File: config.mk
export PLATFORM = sky130hd
export DESIGN_NAME = extract_field_sched
export DESIGN_NICKNAME = d
export VERILOG_FILES = /design/src/rtl/extract_field_sched.sv
export SDC_FILE = /design/constraint.sdc
export NUM_CORES = 1
export LEC_CHECK = 0
export CORE_AREA = 2 2 165 183
export CTS_CLUSTER_SIZE = 14
export DETAILED_ROUTE_END_ITERATION = 8
export DIE_AREA = 0 0 167 185
export PLACE_DENSITY_LB_ADDON = 0.12
export SLEW_MARGIN = 20
export SYNTH_ARGS = -nofsm -noshare
export SYNTH_HDL_FRONTEND = slang
export SYNTH_SLANG_ARGS = --single-unit
File: constraint.sdc
create_clock -name i_clk -period 2.84 [get_ports i_clk]
set_input_delay 0.568 -clock i_clk [delete_from_list [all_inputs] [get_ports i_clk]]
set_output_delay 0.568 -clock i_clk [all_outputs]
set_load 0.01 [all_outputs]
File: src/rtl/extract_field_sched.sv
// rtl/extract_field_sched.sv - round-robins LANE_NUM extractor lanes over FIELD_NUM per-type field slots
// Optional counters o_hdr_cnt / o_stall_cnt are built when PARSER_EXT_STATS_EN is defined.
module extract_field_sched #(
  parameter int OFFSET_WIDTH  = 7,
  parameter int EXTRACT_WIDTH = 8,
  parameter int FIELD_NUM     = 8,
  parameter int LANE_NUM      = 2,
  parameter int TYPE_NUM      = 4,
  parameter int EXT_LAT       = 1,
  localparam int TYPE_WIDTH   = $clog2(TYPE_NUM),
  localparam int SLOT_WIDTH   = $clog2(FIELD_NUM)
) (
  input  logic                                  i_clk,
  input  logic                                  i_rst_n,
  input  logic                                  i_hdr_valid,
  input  logic [TYPE_WIDTH-1:0]                 i_hdr_type,
  output logic                                  o_hdr_ready,
  output logic [LANE_NUM*(OFFSET_WIDTH+1)-1:0]  o_offset,
  input  logic [LANE_NUM*EXTRACT_WIDTH-1:0]     i_extract_data,
  output logic                                  o_field_valid,
  input  logic                                  i_field_ready,
  output logic [FIELD_NUM*EXTRACT_WIDTH-1:0]    o_field_data,
  output logic [FIELD_NUM-1:0]                  o_field_mask,
  input  logic                                  i_cfg_wr_en,
  input  logic [TYPE_WIDTH+SLOT_WIDTH-1:0]      i_cfg_addr,
  input  logic [OFFSET_WIDTH:0]                 i_cfg_wdata,
  output logic                                  o_cfg_err,
`ifdef PARSER_EXT_STATS_EN
  output logic [31:0]                           o_hdr_cnt,
  output logic [31:0]                           o_stall_cnt,
`endif
  output logic                                  o_busy
);
  localparam int OW = OFFSET_WIDTH + 1;
  localparam int R  = FIELD_NUM / LANE_NUM;
  localparam int RW = (R > 1) ? $clog2(R) : 1;

  typedef enum logic [1:0] {IDLE, ISSUE, DRAIN, OUT} state_t;

  state_t                            state_q, state_d;
  logic [RW-1:0]                     rnd_q, rnd_d;
  logic [TYPE_WIDTH-1:0]             type_q, type_d;
  logic [OW-1:0]                     table_q [TYPE_NUM][FIELD_NUM];
  logic [OW-1:0]                     row [FIELD_NUM];
  logic [OW-1:0]                     issue_entry [LANE_NUM];
  logic [OW-1:0]                     cap_entry [LANE_NUM];
  logic                              cap_valid;
  logic [RW-1:0]                     cap_rnd;
  logic                              busy_int;
  logic                              cfg_err_q;
  logic [FIELD_NUM*EXTRACT_WIDTH-1:0] field_data_q;
  logic [FIELD_NUM-1:0]              field_mask_q;

  always_ff @(posedge i_clk or negedge i_rst_n) begin
    if (!i_rst_n) begin
      state_q <= IDLE;
      rnd_q   <= '0;
      type_q  <= '0;
    end else begin
      state_q <= state_d;
      rnd_q   <= rnd_d;
      type_q  <= type_d;
    end
  end

  always_comb begin
    state_d = state_q;
    rnd_d   = rnd_q;
    type_d  = type_q;
    case (state_q)
      IDLE: begin
        if (i_hdr_valid) begin
          state_d = ISSUE;
          rnd_d   = '0;
          type_d  = i_hdr_type;
        end
      end
      ISSUE: begin
        rnd_d = rnd_q + 1'b1;
        if (rnd_q == RW'(R - 1)) state_d = (EXT_LAT == 1) ? DRAIN : OUT;
      end
      DRAIN:   state_d = OUT;
      OUT:     if (i_field_ready) state_d = IDLE;
      default: state_d = IDLE;
    endcase
  end

  // The row stays valid through DRAIN because table writes are refused while busy.
  always_comb begin
    for (int f = 0; f < FIELD_NUM; f++) row[f] = table_q[type_q][f];
    for (int l = 0; l < LANE_NUM; l++) begin
      issue_entry[l] = '0;
      cap_entry[l]   = '0;
      for (int r = 0; r < R; r++) begin
        if (rnd_q == RW'(r))   issue_entry[l] = row[r*LANE_NUM+l];
        if (cap_rnd == RW'(r)) cap_entry[l]   = row[r*LANE_NUM+l];
      end
    end
  end

  always_comb begin
    o_offset = '0;
    for (int l = 0; l < LANE_NUM; l++)
      o_offset[l*OW +: OW] = (state_q == ISSUE) ? issue_entry[l] : '0;
  end

  generate
    if (EXT_LAT == 0) begin : g_lat0
      assign cap_valid = (state_q == ISSUE);
      assign cap_rnd   = rnd_q;
    end else begin : g_lat1
      logic          pend_q;
      logic [RW-1:0] pend_rnd_q;
      always_ff @(posedge i_clk or negedge i_rst_n) begin
        if (!i_rst_n) begin
          pend_q     <= 1'b0;
          pend_rnd_q <= '0;
        end else begin
          pend_q     <= (state_q == ISSUE);
          pend_rnd_q <= rnd_q;
        end
      end
      assign cap_valid = pend_q;
      assign cap_rnd   = pend_rnd_q;
    end
  endgenerate

  always_ff @(posedge i_clk or negedge i_rst_n) begin
    if (!i_rst_n) begin
      field_data_q <= '0;
      field_mask_q <= '0;
    end else if (cap_valid) begin
      for (int r = 0; r < R; r++) begin
        for (int l = 0; l < LANE_NUM; l++) begin
          if (cap_rnd == RW'(r)) begin
            field_data_q[(r*LANE_NUM+l)*EXTRACT_WIDTH +: EXTRACT_WIDTH] <=
              cap_entry[l][OW-1] ? i_extract_data[l*EXTRACT_WIDTH +: EXTRACT_WIDTH] : '0;
            field_mask_q[r*LANE_NUM+l] <= cap_entry[l][OW-1];
          end
        end
      end
    end
  end

  // A header sampled this cycle already counts as busy, so a coincident write is refused.
  assign busy_int = (state_q != IDLE) || i_hdr_valid;

  always_ff @(posedge i_clk or negedge i_rst_n) begin
    if (!i_rst_n) begin
      cfg_err_q <= 1'b0;
      for (int t = 0; t < TYPE_NUM; t++)
        for (int f = 0; f < FIELD_NUM; f++) table_q[t][f] <= '0;
    end else begin
      cfg_err_q <= i_cfg_wr_en && busy_int;
      if (i_cfg_wr_en && !busy_int) begin
        for (int t = 0; t < TYPE_NUM; t++)
          for (int f = 0; f < FIELD_NUM; f++)
            if (i_cfg_addr == {TYPE_WIDTH'(t), SLOT_WIDTH'(f)}) table_q[t][f] <= i_cfg_wdata;
      end
    end
  end

  assign o_hdr_ready   = cap_valid && (cap_rnd == RW'(R - 1));
  assign o_field_valid = (state_q == OUT);
  assign o_busy        = (state_q != IDLE);
  assign o_cfg_err     = cfg_err_q;
  assign o_field_data  = field_data_q;
  assign o_field_mask  = field_mask_q;

`ifdef PARSER_EXT_STATS_EN
  always_ff @(posedge i_clk or negedge i_rst_n) begin
    if (!i_rst_n) begin
      o_hdr_cnt   <= '0;
      o_stall_cnt <= '0;
    end else begin
      if (o_hdr_ready) o_hdr_cnt <= o_hdr_cnt + 32'd1;
      if ((state_q == OUT) && !i_field_ready) o_stall_cnt <= o_stall_cnt + 32'd1;
    end
  end
`endif

endmodule

# Word-level counts from Yosys, hierarchy flattened

Cells that the tools add are included.

Bitwise operators: 1
Reduce and logical (&&, ||, !) cells: 50
Multiply operators: 0
Mux-type cells: 29
Add/subtract/negate cells: 1
Magnitude comparators: 1
Div/mod/pow operators: 0
Shift operators: 0
Equal/unequal tests: 43

Operators by type and width:

| operator            | count |
|---|---|
| $mux 8              | 20 |
| $bmux 64 s2         | 1 |
| $mux 64             | 2 |
| $eq 5x5->1 const B  | 16 |
| $reduce_and 2->1    | 38 |
| $eq 5x4->1 const B  | 8 |
| $eq 5x3->1 const B  | 4 |
| $eq 2x2->1 const B  | 6 |
| $eq 5x2->1 const B  | 2 |
| $mux 2              | 4 |
| $pmux 2 s4          | 1 |
| $eq 2x1->1 const B  | 3 |
| $logic_not 2->1     | 3 |
| $eq 5x1->1 const B  | 1 |
| $logic_not 5->1     | 1 |
| $ne 2x2->1 const B  | 2 |
| $pmux 2 s2          | 1 |
| $reduce_bool 2->1   | 2 |
| $ge 3x3->1 const B  | 1 |
| $logic_and 1x1->1   | 3 |
| $not 2->3           | 1 |
| $reduce_and 3->1    | 1 |
| $add 2x1->2 const B | 1 |
| $ne 2x1->1 const B  | 1 |
| 2 further kinds     | 2 |

Bits in read-only memories: 0
Register bits: 338
Output and inout bits: 92
RAM bits: 0
Bits in latches: 0
Memories: 0

# Longest topological paths before layout

Gate-level depths: netlist of the first run.

Depth after elaboration: 9
Gate-level depth with buffers: 9

# Worst setup path before layout of the first run

No wires, ideal clock.

Kind: register to output
Start: reg rnd_q[0]
End: out o_offset[14]
Slack: 0.320 ns
Cell stages (with the launch flop): 9
Required time: 2.272 ns
Arrival: 1.952 ns
Buffers on the path: 3
Cell sequence: dfrtp_1 > ha_1 > clkbuf_1 > nor2b_1 > and2_1 > buf_1 > clkbuf_1 > a22oi_1 > a31oi_1

Longest elaborated chain between the ends: 6
Elaborated cells between the ends (all ways): 9
Those cells by class: 3 x eq/ne; 5 x mux; 1 x reduce/logical

RTL lines:

| what                   | line | source |
|---|---|---|
| start, declared        | 41   | `logic [RW-1:0] rnd_q, rnd_d;` |
| start signal, assigned | 61   | `rnd_q <= rnd_d;` |
| $logic_not 2->1        | 95   | `if (rnd_q == RW'(r)) issue_entry[l] = row[r*LANE_NUM+l];` |
| $mux 8 (3 in a row)    | 95   |  |
| $mux 8 *               | 95   |  |
| $mux 8 *               | 104  | `o_offset[l*OW +: OW] = (state_q == ISSUE) ? issue_entry[l] : '0;` |
| end, declared          | 18   | `output logic [LANE_NUM*(OFFSET_WIDTH+1)-1:0] o_offset,` |

Mark *: on every way between the ends. The rest lies on a longest branch, timed or not.

# Final worst setup path of the first run

Start: reg type_q[0]
End: out o_offset[11]

Longest elaborated chain between the ends: 9

RTL lines:

| what                                         | line | source |
|---|---|---|
| start, declared                              | 42   | `logic [TYPE_WIDTH-1:0] type_q, type_d;` |
| start signal, assigned                       | 62   | `type_q <= type_d;` |
| $not 2->3 (not written as such) *            | 90   | `for (int f = 0; f < FIELD_NUM; f++) row[f] = table_q[type_q][f];` |
| $bmux 64 s2 *                                | 90   |  |
| $mux 64 (not written as such) * (2 in a row) | 90   |  |
| $mux 8 (3 in a row)                          | 95   |  |
| $mux 8 *                                     | 95   |  |
| $mux 8 *                                     | 104  |  |

Mark *: on every way between the ends. The rest lies on a longest branch, timed or not. The select of a mux whose other input is x is not followed.

==> results of run 1 <==
==> per-layer routing <==
| metal | routed length [µm] | track usage [%] | vias up |
|---|---|---|---|
| met2 | 20600 | 46.8 | 307 |
| li1 | - | - | 4567 |
| met5 | 0 | 0 | - |
| met3 | 2120 | 3.68 | 72 |
| met4 | 1100 | 7.41 | 0 |
| met1 | 17400 | 35.9 | 5273 |
==> final cells by class <==
class,instances,area [µm²]
Multi-Input combinational cell,725,6720
Inverter,9,33.8
Sequential cell,338,8460
Timing Repair Buffer,244,2560
Tap cell,374,468
Clock buffer,53,1070
Clock inverter,8,56.3
Fill cell,2150,9790
==> registers in the layout (all words and copies together), names as in the netlist <==
register,count
table_q,256
o_field_data,64
o_field_mask,8
cap_rnd,2
rnd_q,2
state_q,2
type_q,2
cap_valid,1
o_cfg_err,1
==> logic make-up (layout without fill, tap and decap cells) <==
group | count (synthesis) | after routing | share of synthesized area [%]
flops | 338 | 338 | 55.4
compound gates | 151 | 151 | 6.30
mux | 365 | 365 | 29.0
buf+inv | 87 | 314 | 2.44
xor+xnor | 1 | 1 | 0.0574
fa+ha+maj | 9 | 9 | 0.738
simple gates | 199 | 199 | 6.03
==> Yosys cell counts, types with 3 or more instances <==
cell / instances / area (µm²)
sky130_fd_sc_hd__ha_1: 9 / 113
sky130_fd_sc_hd__o21ai_0: 66 / 330
sky130_fd_sc_hd__o31ai_1: 8 / 60.1
sky130_fd_sc_hd__mux2i_1: 40 / 400
sky130_fd_sc_hd__dfrtp_1: 338 / 8460
sky130_fd_sc_hd__nand2_2: 3 / 18.8
sky130_fd_sc_hd__mux4_2: 30 / 676
sky130_fd_sc_hd__buf_2: 12 / 60.1
sky130_fd_sc_hd__o221ai_1: 4 / 35.0
sky130_fd_sc_hd__nand2_1: 128 / 480
sky130_fd_sc_hd__nor2_1: 19 / 71.3
sky130_fd_sc_hd__a22oi_1: 30 / 225
sky130_fd_sc_hd__buf_4: 4 / 30.0
sky130_fd_sc_hd__clkbuf_1: 58 / 218
sky130_fd_sc_hd__o211ai_1: 20 / 150
sky130_fd_sc_hd__nor2b_1: 13 / 81.3
sky130_fd_sc_hd__a221oi_1: 3 / 26.3
sky130_fd_sc_hd__inv_1: 9 / 33.8
sky130_fd_sc_hd__mux2_4: 8 / 120
sky130_fd_sc_hd__nand2b_1: 7 / 43.8
sky130_fd_sc_hd__mux2_2: 287 / 3230
sky130_fd_sc_hd__a31oi_1: 14 / 87.6
sky130_fd_sc_hd__nand3_1: 5 / 25.0
sky130_fd_sc_hd__nor3_1: 5 / 25.0
sky130_fd_sc_hd__nor2_2: 4 / 25.0
==> worst paths after layout <==
kind                                                   start                            to  slack [ps]
worst max-delay path                   type_q[0]$_DFFE_PN0P_                  o_offset[11]         -60
worst min-delay path            o_field_data[50]$_DFFE_PN0P_  o_field_data[50]$_DFFE_PN0P_         480
worst max register to register        state_q[1]$_DFFE_PN0P_      table_q[255]$_DFFE_PN0P_         320
worst min register to register  o_field_data[50]$_DFFE_PN0P_  o_field_data[50]$_DFFE_PN0P_         480
max in group asynchronous                            i_rst_n      table_q[155]$_DFFE_PN0P_        1490
min in group asynchronous                            i_rst_n  o_field_data[18]$_DFFE_PN0P_         560
==> power by group through the flow <==
stage | clock network (W) | logic, W | registers, W
6_report | 0.00449 | 0.00651 | 0.00631
5_1_grt | 0.00478 | 0.00695 | 0.00642
4_1_cts | 0.00457 | 0.00626 | 0.00629
3_5_place_dp | 0 | 0.00550 | 0.00638
3_3_place_gp | 0 | 0.00544 | 0.00633
2_1_floorplan | 0 | 0.00291 | 0.00639
==> through the flow <==
stage               cell area (µm²)  worst slack, ps  utilization, %
floorplan                     15300              320               -
global placement              17600             -384            60.4
detailed placement            17600            -17.0            60.4
CTS                           19200            -95.4            65.7
global route                  19400             -147            66.4
finish                        19400            -60.3            66.4
==> worst max-delay path, stage by stage, from the launching register on <==
cell	delay (ps)
sky130_fd_sc_hd__dfrtp_4	500
sky130_fd_sc_hd__buf_12	170
sky130_fd_sc_hd__buf_12	140
sky130_fd_sc_hd__buf_4	130
sky130_fd_sc_hd__mux4_2	480
sky130_fd_sc_hd__o211ai_1	190
sky130_fd_sc_hd__a31oi_1	60
sky130_fd_sc_hd__buf_2	150
==> timing repair <==
item,4_1_cts,5_1_grt
pin swaps,17,20
gates cloned,6,2
setup endpoints to repair,16,15
hold endpoints to repair,38,0
hold buffers,1,0
resized for setup,116,31
buffers inserted,13,7
==> impl.org, run 1 <==
** Run status
- Outcome :: finished with violations
- The final reports fail on setup timing.

** Die
- Chip height :: ~190 µm
- The floorplan step defined a die boundary enclosing between 30000 and 40000 µm².
- In this run the horizontal extent of the chip is about 170 µm.
- Number of I/O pins :: 128
- The initial utilization of the core area, before any placement, comes to 52.4%.
- The floorplan has 66 rows.
- Standard cell core area :: 29200 µm²

** Layout
- Non-Filler Instances :: approximately 1800
- From synthesis to final layout, the design area changed by 26.9%.
- The post-route netlist has around 42% of its cells at a drive strength greater than 1.
- At the end of the flow, the number of nets in the layout was about 1400.
- Highest-count cells in the layout ignoring fill and taps :: sky130_fd_sc_hd__dfrtp_1 (335), sky130_fd_sc_hd__mux2_2 (286), sky130_fd_sc_hd__nand2_1 (127), sky130_fd_sc_hd__clkdlybuf4s50_1 (110), sky130_fd_sc_hd__buf_4 (77)
- The library cell used most frequently in the layout, excluding fill and tap cells, is sky130_fd_sc_hd__dfrtp_1.
- Diodes inserted :: 0

** Pwr
- Clock share of power :: a little over a quarter
- In this run, the combinational gates consume a little under two fifths of the power.
- Overall power after layout :: roughly 0.017 W
- The worst-case IR drop observed on VDD is approximately 0.57 mV.
- Seq pwr share :: between 30% and 40%
- Net switching is between 30% and 40% of the power.
- In this run the static leakage power is approximately 9.0 nW.
- Internal power :: 0.0117 W
- Power density relative to cell area :: just under 900 nW/µm²
- For this design the total switching power over the nets is around 0.0056 W.

** Clock tree
- Maximum count of clock buffers along a single path :: 3
- TritonCTS built the clock tree.
- Clock insertion delay at the later pin of the skew report :: around 530 ps
- Clock-pin slew reported for the worst setup and hold paths after clock tree synthesis :: about 60 ps
- Sink Count :: around 340
- CTS placed an instance of sky130_fd_sc_hd__clkbuf_16 at the clock tree root.
- Clock buffer count from CTS :: 36
- The H-tree was split into 2 levels.

** STA
- In this run the tightest slew margin relative to its limit is roughly 45%.
- Setup repair after global routing missed its margin :: yes
- For the finished layout, the period the worst path requires is a little under 3000 ps.
- On the final layout, the worst hold slack is about 480 ps.
- Setup violations remaining at the end of the flow were counted as 10.
- In the post-route analysis, the smallest setup slack over all paths is -60.3 ps.
- Largest clock skew in the final design :: 22.0 ps
- Max Fclk :: ~0.34 GHz
- Number of slew-limit violations in the final report :: 0
- Endpoints failing hold :: 0
- Worst Tran Pin Value :: a little over 800 ps
- Final critical-path share of the clock period :: 102%
- Setup total negative slack on the finished layout was measured at -311 ps.

** Critical path
- STA classifies the critical path startpoint as a flip-flop.
- The critical path in this run is classified as flip-flop to output pin.
- Endpoint arrival time on the critical path :: around 2300 ps
- Measured in cells, the most critical reg-to-reg path has a length of 8.
- Category of the worst setup path capture point :: output pin
- Critical Path RT :: about 2300 ps
- Along the worst path, the maximum fanout reaches 7.

** Global routing
- The initial antenna violation count came to 0.
- Pin count of the biggest net entering global routing :: 79
- The via count of the first global-routing pass was 10400.
- GRT Residual Overflow :: 0
- The first global-routing pass estimated approximately 63000 µm of wire.
- Global Route Usage Sum :: roughly 27%

** Synth
- Yosys Warn Count :: 0
- Number of synthesized flops with an enable pin :: 0
- Dividing the synthesized area by the synthesized cell count gives ~13 µm².
- Predominant post-synthesis flop cell :: sky130_fd_sc_hd__dfrtp_1
- Sequential share of the synthesized area :: between 50 and 60%
- Register bit total from synthesis :: between 300 and 400
- The number of different library cells used by synthesis comes to 43.
- Post-Syn Area :: between 15000 and 20000 µm²
- Synthesis produced roughly 1200 cells.
- Nets in the synthesized netlist :: between 1000 and 1500
- Counting flops with an async set or reset pin after synthesis yields a share of 100%.

** Placed design
- After detailed placement, the design holds a cell count of between 1500 and 2000.
- Number of input and output port buffers inserted :: ~130
- Placed wire-length estimate :: ~27000 µm
- At the end of routability-driven placement, the weighted congestion stood at between 0.8 and 0.9.

** Drt
- The first detailed-routing pass took 5 iterations.
- Count of vias placed by the detailed router :: around 10000
- Dividing the detail-routed wire length by the instance count gives between 20 and 25 µm.
- Final wirelength :: 41300 µm
- For this block, the initial DRC count from the detailed router was between 700 and 800.
- Final ANT Viol Nets :: 0
- Ratio of routed vias to standard cells :: about 6
- Number of remaining DRC errors :: 0

** Min path
- The worst hold path belongs to the class flip-flop to flip-flop.
- Cell count of the worst hold path :: 2

** Run
- Max-cap violations in this run came to 0.
Note: power is estimated with default switching activity, not from simulation.
==> run 2, diff against run 1 <==
--- a/config.mk
+++ b/config.mk
@@ -5,10 +5,10 @@
 export SDC_FILE = /design/constraint.sdc
 export NUM_CORES = 1
 export LEC_CHECK = 0
-export CORE_AREA = 2 2 165 183
+export CORE_AREA = 2 2 215 238
 export CTS_CLUSTER_SIZE = 14
 export DETAILED_ROUTE_END_ITERATION = 8
-export DIE_AREA = 0 0 167 185
+export DIE_AREA = 0 0 217 240
 export PLACE_DENSITY_LB_ADDON = 0.12
 export SLEW_MARGIN = 20
 export SYNTH_ARGS = -nofsm -noshare
==> run 2 against run 1 <==
The flow still finishes with violations (setup timing). Global-route usage down 8.9 points. Combinational power grew 2%. Sequential power is essentially flat. Critical path depth is 1 lower. Setup slack lost 110 ps. Via count shrank 1.2%. Die area up 69%. Clock power rose by 13%. Utilization decreased by 26 points. Non-clock buffer count is 11 higher. Worst hold slack got worse by 2.4 ps. Critical path type unchanged. Largest power group unchanged.
==> impl.org, run 2 (same netlist as run 1, synthesis figures left out) <==
** Run status
- The run finished, with violations left.
- Violated checks :: setup timing

** Pwr
- Net switching power of the design :: 0.00596 W (+5.8%)
- The power density of the placed cells is 899 nW/µm² (+0.55%).
- Static power due to leakage :: 9.20 nW (+2.0%)
- The share of power burned in registers is 35.1% (-1.4 points).
- Overall power after layout :: 0.0180 W (+4.2%)
- Internal power :: 0.0121 W (+3.5%)
- The portion of total power attributed to combinational logic was 36.8% (-0.8 points).
- The peak supply drop is 0.412 mV (-28%).
- Switching Fraction :: 33.0% (+0.50 points)
- The relative contribution of the clock network to total power was 28.1% (+2.1 points).

** Critical path
- On the critical path, the stage with the largest delay is an instance of sky130_fd_sc_hd__dfrtp_4.
- The cell family contributing the most delay on the critical path is flip-flops.
- The worst-path maximum fanout was 7 (unchanged).
- Cells along the critical path :: buf_12, buf_12, mux4_2, o211ai_1, a31oi_1, buf_2
- The critical path in this run is classified as flip-flop to output pin.
- The worst setup path is captured at an output pin.
- The buffers plus inverters on the worst setup path came to 3 (-1).
- Largest stage delay, worst path :: 530 ps (+30 ps)
- STA classifies the critical path startpoint as a flip-flop.
- Among the stages of the critical path, the cell type that occurs most often is sky130_fd_sc_hd__buf_12.
- Endpoint arrival time on the critical path :: 2440 ps (+110 ps)
- The critical path data required time came to 2270 ps (about the same).

** Die
- The effective utilization at floorplan came to 30.7% (-22 points).
- The boundary pin count is 128 (unchanged).
- The chip height came to 240 µm (+30%).
- Standard cell core area :: 49700 µm² (+71%)
- The total die area came to 52100 µm² (+69%).
- Horizontal extent of the die :: 217 µm (+30%)
- Placement Rows :: 86 (+30%)

** STA
- Min setup slack post-route :: -170 ps (-110 ps)
- Number of slew-limit violations in the final report :: 0 (unchanged)
- Final critical-path share of the clock period :: 106% (+3.9 points)
- Min Clock Period, post-route :: 3010 ps (+110 ps)
- The highest clock rate is 0.332 GHz (-3.6%).
- Largest clock skew in the final design :: 12.0 ps (-9.94 ps)
- The worst slack on hold paths came to 475 ps (-2.44 ps).
- The max-slew headroom at the worst pin came to 44.8% (-0.64 points).
- The pin slew with the least headroom to its limit was 826 ps (+9.63 ps).
- Setup repair after global routing could not meet its margin everywhere.
- The number of hold violations in the final report is 0 (unchanged).
- The final-report setup violation count came to 16 (+6).

** Global routing
- The met1 capacity usage during global routing came to 24.2% (-12 points).
- Met2 track utilization from global routing :: 30.8% (-16 points)
- Pin count of the biggest net entering global routing :: 71 (-10%)
- The initial antenna violation count came to 0 (unchanged).
- The remaining global-route overflow came to 0 (unchanged).
- Global-route met3 utilization :: 2.85% (-0.83 points)
- The global-route wire length before repair is 70200 µm (+11%).
- Routing layer with the top usage in global route :: met2
- Global Route Usage Sum :: 18.1% (-8.9 points)
- The via count of the first global-routing pass was 10800 (+3.4%).

** Layout
- The number of nets in the final layout is 1416 (+1.2%).
- Leaving out fill and tap cells, the most frequent cell in the layout is sky130_fd_sc_hd__dfrtp_1.
- Non-Filler Instances :: 2061 (+18%)
- Proportion of layout cells with a drive suffix above 1 :: 43.6% (+1.5 points)
- Counting flops per register, the top entry is table_q.
- In the layout the commonest cells are sky130_fd_sc_hd__dfrtp_1 (335), sky130_fd_sc_hd__mux2_2 (285), sky130_fd_sc_hd__nand2_1 (125), sky130_fd_sc_hd__clkdlybuf4s50_1 (110), sky130_fd_sc_hd__buf_4 (87).
- The area growth from synthesis to layout is 31.5%.
- The number of flip-flops under the largest register name is 256 (unchanged).
- The share of the core filled with cells in the final layout came to 40.4% (-26 points).

** Drt
- First-pass detailed-route iteration total :: 5 (unchanged)
- Count of vias placed by the detailed router :: 10100 (-1.2%)
- The routed wire length per instance was 22.3 µm (-5.2%).
- Ratio of routed vias to standard cells :: 4.90 (-16%)
- Final ANT Viol Nets :: 0 (unchanged)
- The first-iteration detailed-routing DRC count is 505 (-30%).
- The routed wire length came to 46100 µm (+12%).
- The remaining routing DRC violations was 0 (unchanged).

** Clock tree
- The H-tree depth came to 2 (unchanged).
- Clock insertion delay at the later pin of the skew report :: 550 ps (+20 ps)
- TritonCTS built the clock tree.
- Cell chosen for the clock root :: sky130_fd_sc_hd__clkbuf_16
- The number of sinks handled by clock tree synthesis is 338 (unchanged).
- Clock buffer count from CTS :: 41 (+14%)
- Maximum count of clock buffers along a single path :: 3 (unchanged)
- Clock-pin slew reported for the worst setup and hold paths after clock tree synthesis :: 60 ps (about the same)

** Placed design
- The total placed cells including tap cells came to 1965 (+18%).
- Pre-CTS setup slack :: -279 ps (-262 ps)
- Number of input and output port buffers inserted :: 127 (unchanged)
- The placer's final routability congestion estimate was 0.755 (-15%).
- The post-detailed-placement half-perimeter wirelength is 30500 µm (+13%).

** Min path
- The min-delay analysis places its worst path in the category flip-flop to flip-flop.

** Run
- The max-cap violation count came to 0 (unchanged).
==> run 2: changes by cell type in the layout (fill, tap and decap cells not counted), sizes merged <==
cell	before	now
buf	131	142
clkbuf	55	61
clkinv	4	10
and2	3	4
diode	0	1
inv	11	10
==> run 2: power groups by stage <==
stage | Clock [W] | Combinational [W] | Sequential, W
6_report | 0.00507 | 0.00664 | 0.00633
5_1_grt | 0.00543 | 0.00717 | 0.00645
4_1_cts | 0.00523 | 0.00653 | 0.00632
3_5_place_dp | 0 | 0.00587 | 0.00637
3_3_place_gp | 0 | 0.00584 | 0.00635
2_1_floorplan | 0 | 0.00291 | 0.00639
==> run 2: worst register-to-register path, cell delays in order (launching register included) <==
cell,delay (ps)
sky130_fd_sc_hd__dfrtp_1,400
sky130_fd_sc_hd__inv_1,130
sky130_fd_sc_hd__ha_1,270
sky130_fd_sc_hd__nand4bb_1,280
sky130_fd_sc_hd__buf_4,260
sky130_fd_sc_hd__nor3_1,130
sky130_fd_sc_hd__buf_4,180
sky130_fd_sc_hd__nand3_2,260
sky130_fd_sc_hd__mux2_2,380
==> run 2: area by class of cell <==
| type | count | area (µm²) |
|---|---|---|
| inverter | 9 | 33.8 |
| fill | 4813 | 29600 |
| clock inverter | 13 | 77.6 |
| clock buffer | 59 | 1230 |
| timing repair buffer | 255 | 2630 |
| sequential | 338 | 8460 |
| tap | 660 | 826 |
| antenna | 1 | 2.50 |
| multi-input combinational | 726 | 6810 |
==> run 2: repair_timing <==
action,4_1_cts,5_1_grt
pin swaps,27,29
hold endpoints to repair,36,0
gates resized for setup,114,50
setup buffers,19,2
hold buffers,1,0
setup endpoints to repair,16,16
cloned,3,3
==> run 2: through the flow <==
| step | instance area, µm² | setup TNS, ps |
|---|---|---|
| CTS | 19900 | -3070 |
| floorplan | 15300 | 0 |
| global placement | 18200 | -2250 |
| detailed placement | 18200 | -2180 |
| finish | 20100 | -1480 |
| global route | 20100 | -2740 |
==> run 2: final timing paths <==
check	startpoint	to	slack [ps]	cells past startpoint
min reg2reg	o_field_data[39]$_DFFE_PN0P_	o_field_data[39]$_DFFE_PN0P_	480	2
min	o_field_data[39]$_DFFE_PN0P_	o_field_data[39]$_DFFE_PN0P_	480	2
min in group asynchronous	i_rst_n	o_field_data[20]$_DFFE_PN0P_	510	2
max in group asynchronous	i_rst_n	type_q[0]$_DFFE_PN0P_	1550	3
max	type_q[0]$_DFFE_PN0P_	o_offset[12]	-170	6
max reg2reg	state_q[0]$_DFFE_PN0P_	table_q[228]$_DFFE_PN0P_	440	8
==> run 2: per-layer routing <==
metal  share of wire, %  up-vias  routed length [µm]
li1                   -     4603                   -
met1                 45     5246               20900
met2                 49      208               22600
met3                4.1       41                1870
met4                1.5        0                 684
met5                  0        -                   0
